[src/rtl/dtree_feature_loader.sv]
// dtree_feature_loader: assembles a feature byte stream onto the tree's parallel bus and returns the sampled class
module dtree_feature_loader #(
  parameter int N_FEAT = 18,
  parameter int FEAT_W = 8,
  parameter int CLASS_W = 2,
  parameter int EVAL_CYCLES = 1
) (
  input  logic                     clk,
  input  logic                     rst_n,
  input  logic                     in_valid,
  output logic                     in_ready,
  input  logic [FEAT_W-1:0]        in_data,
  input  logic                     in_last,
  output logic [N_FEAT*FEAT_W-1:0] feat_bus,
  input  logic [CLASS_W-1:0]       tree_class,
  output logic                     res_valid,
  input  logic                     res_ready,
  output logic [CLASS_W-1:0]       res_class,
  output logic                     res_err,
  output logic [15:0]              frame_cnt
);
  localparam int IW = $clog2(N_FEAT);
  localparam int CW = EVAL_CYCLES > 1 ? $clog2(EVAL_CYCLES) : 1;
  typedef enum logic [1:0] {LOAD, EVAL, OUT} state_t;
  state_t state;
  logic [IW-1:0] idx;
  logic [CW-1:0] cnt;
  assign in_ready = state == LOAD;
  assign res_valid = state == OUT;
  always_ff @(posedge clk or negedge rst_n)
    if (!rst_n) begin
      state <= LOAD;
      idx <= '0;
      cnt <= '0;
      feat_bus <= '0;
      res_class <= '0;
      res_err <= 1'b0;
      frame_cnt <= '0;
    end else
      case (state)
        LOAD: if (in_valid) begin
          feat_bus[FEAT_W*idx +: FEAT_W] <= in_data;
          if (idx == IW'(N_FEAT-1)) begin
            state <= EVAL;
            cnt <= CW'(EVAL_CYCLES-1);
            res_err <= ~in_last;
          end else if (in_last) begin
            state <= OUT;
            res_err <= 1'b1;
            res_class <= '0;
          end else
            idx <= idx + 1'b1;
        end
        EVAL: if (cnt == '0) begin
          state <= OUT;
          res_class <= tree_class;
        end else
          cnt <= cnt - 1'b1;
        OUT: if (res_ready) begin
          state <= LOAD;
          idx <= '0;
          frame_cnt <= frame_cnt + 1'b1;
        end
        default: state <= LOAD;
      endcase
endmodule
[config.mk]
export PLATFORM = sky130hd
export DESIGN_NAME = dtree_feature_loader
export DESIGN_NICKNAME = d
export VERILOG_FILES = /design/src/rtl/dtree_feature_loader.sv
export SDC_FILE = /design/constraint.sdc
export NUM_CORES = 1
export LEC_CHECK = 0
export BUFFER_PORTS_ARGS = -buffer_cell sky130_fd_sc_hd__clkbuf_2
export CORE_MARGIN = 2
export CORE_UTILIZATION = 50
export DETAILED_ROUTE_END_ITERATION = 6
export PLACE_DENSITY = 0.88
export SLEW_MARGIN = 20
export SYNTH_ARGS = -nofsm -noshare
export SYNTH_HDL_FRONTEND = slang
export SYNTH_SLANG_ARGS = --single-unit
export TNS_END_PERCENT = 50
[constraint.sdc]
create_clock -name clk -period 6.3 [get_ports clk]
set_input_delay 0.63 -clock clk [delete_from_list [all_inputs] [get_ports clk]]
set_output_delay 0.63 -clock clk [all_outputs]
set_load 0.01 [all_outputs]
==> flow_summary.ini <==
[placed_design]
dp_slack_ps = 2600
dp_hpwl_um = 12400
port-buffer-count = 179
gp_congestion = 0.859
place_area_mm2 = 0.00828

[logic_synthesis]
syn_inst = 554
synth.distinct_cells = 55
synthArstFlopShare_pct = 100
yosysWarnings = 0
syn_area_per_cell_um2 = 13.1
ys_dominant_reg_cell = dfrtp_1
ys_seq_area_share_pct = 58.4
syn-num-nets = 574
synth_seq_cells = 170
synth.cell_area_mm2 = 0.00728
synth-edff-count = 0

[global_routing]
grt_pass1_wl_um = 28600
track_usage_pct = 23.6
antenna_found_initial = 0
grt_pass1_vias = 5208
overflow = 0
grt_max_degree = 104

[critical_path]
required_ps = 6630
r2r-start = idx[0]
reg2reg_slack_ps = 2500
cpPeakStageDelay_ps = 680
path_buf_inv = 1
cp.arrival_ps = 4130
crit_chain = inv_1 > ha_1 > nor3b_2 > ha_1 > and4bb_2 > nand3_1 > o21ba_2 > mux2i_1
crit_fanout = 18
crit_top_cell = ha_1
r2r_end = feat_bus[18]
startpoint_type = flop
cp_slowest_cell = dfrtp_1
reg2reg_depth = 8
crit_type = reg2reg
crit_family = simple AND/OR/NAND/NOR gates
worstSetupEndpointType = flop

[finish]
num-nets-final = 742
mostFrequentLayoutCells = 178 x clkbuf_2, 170 x dfrtp_1, 94 x mux2_2, 26 x o21ai_0, 24 x inv_1
layout_commonest_cell = clkbuf_2
area_growth_pct = 21.4
drive_gt1_share_pct = 44.9
final_area_mm2 = 0.00884
post-route-util_pct = 61.5
antenna_cells = 0

[timing]
fin_ws_ps = 2500
rsz0062_at_grt = false
setup_tns_ps = 0
period_minus_slack_ps = 3800
drv_slew = 0
setup_viol = 0
max_freq_mhz = 263
hold_viol = 0
tightest_slew_ps = 951
maxSlewHeadroom_pct = 36.1
finClkSkew_ps = 8.47
whs_ps = 289
fin_crit_sh_pct = 60.3

[route]
wl_um = 18000
drc = 0
firstDrtPassIters = 4
ant_nets = 0
vias_per_cell = 5.63
wl_per_cell_um = 19.5
vias = 5172
initialDrtViolationCount = 289

[die]
coreArea_mm2 = 0.0144
io_pins = 180
die_w_um = 125
dieArea_mm2 = 0.0155
start_util_pct = 50.7
die_h_um = 125
rows = 44

[power_and_ir_drop]
vdd_drop_max_uv = 238
power.density_mw_per_mm2 = 321
power.leakage_uw = 0.00474

[clock_tree]
ctsHtreeMaxLevel = 4
cts_sinks = 170
cts-resized-gates = 0
worstSkewPairLatency_ps = 420
tritoncts = built
cts_hold_buf = 0
clkSlewWorstSetupHoldPaths_ps = 70
numCtsBuffers = 17
clock_path_buffers = 2
post_cts_buffers = 0
cts_root_buf = clkbuf_16

[run]
cap_violations = 0

[outcome]
outcome = finished clean

[worst_hold_path]
min_path_type = in2async
layer usage:
layer	part of all wire, %	routed length, um	up-vias	track usage [%]
met3	8.7	1570	25	8.76
met2	47	8440	192	37.0
li1	-	-	2322	-
met4	1.6	291	0	6.94
met1	43	7650	2633	30.9
met5	0	0	-	0
cells by family (layout without fill, tap and decap cells):
group | count (synthesis) | after routing | synth area share, %
buffers and inverters | 55 | 236 | 3.18
xor gates and xnor gates | 18 | 18 | 2.27
AOI/OAI and AO/OA | 87 | 87 | 9.32
muxes | 106 | 106 | 16.2
adders and majority gates | 5 | 5 | 0.859
and+or+nand+nor | 113 | 113 | 9.71
DFF | 170 | 170 | 58.4
sequential cells by signal, indices dropped and copies added (netlist names):
signal and cells:
frame_cnt 16, res_class 2, res_err 1, state 2, idx 5, feat_bus 144
final cells by class:
class                   count  area, um^2
fillers                  1093        5530
flip-flops and latches    170        4250
multi-input cells         329        2790
repair buffers            180         910
clock buffers              19         453
well taps                 184         230
clock inverters            13         108
inverters                  24        90.1
metrics by stage:
step	total power, uW	instances
finish	2840	919
global route	2970	919
CTS	2860	919
detailed placement	1860	887
global placement	1840	887
floorplan	1650	554
Yosys cell counts (2+ instances only):
master    number  area, um^2
dfrtp_1      170        4250
mux2_2        94        1060
o21ai_0       26         130
inv_1         24        90.1
nand2_1       23        86.3
a22o_1        18         158
clkbuf_1      18        67.6
nand3_1       16        80.1
o31ai_1       16         120
and3_1        12        75.1
buf_2         11        55.1
xnor2_1       11        96.3
mux2i_1       10         100
and2_1         9        56.3
nor2_1         8        30.0
o41ai_1        7        61.3
xor2_1         6        52.6
ha_1           5        62.6
nand3b_1       5        37.5
nand4_1        5        31.3
nor2b_1        5        31.3
nor3_1         4        20.0
o211ai_2       4        50.1
nor3b_4        3        56.3
nor4_1         3        18.8
o21bai_1       3        22.5
or2_2          3        18.8
a21oi_1        2        10.0
and3b_1        2        17.5
mux2_1         2        22.5
nor3_2         2        20.0
nor3b_2        2        25.0
o31a_1         2        17.5
or4_1          2        15.0
power by group:
| group | switching, uW | internal (uW) | total (uW) |
|---|---|---|---|
| logic | 333 | 225 | 558 |
| registers | 91.8 | 1200 | 1290 |
| clock network | 451 | 536 | 987 |
worst max path at each step:
stage,start,to,depth (start not counted),slack (ps)
detailed placement,idx[0],feat_bus[18],8,2600
finish,idx[0],feat_bus[18],8,2500
global route,idx[0],feat_bus[18],8,2210
CTS,idx[0],feat_bus[18],8,2550
global placement,idx[0],feat_bus[21],8,2820
floorplan,idx[1],feat_bus[90],11,3510
No activity file was read; power rests on OpenSTA's default activity.
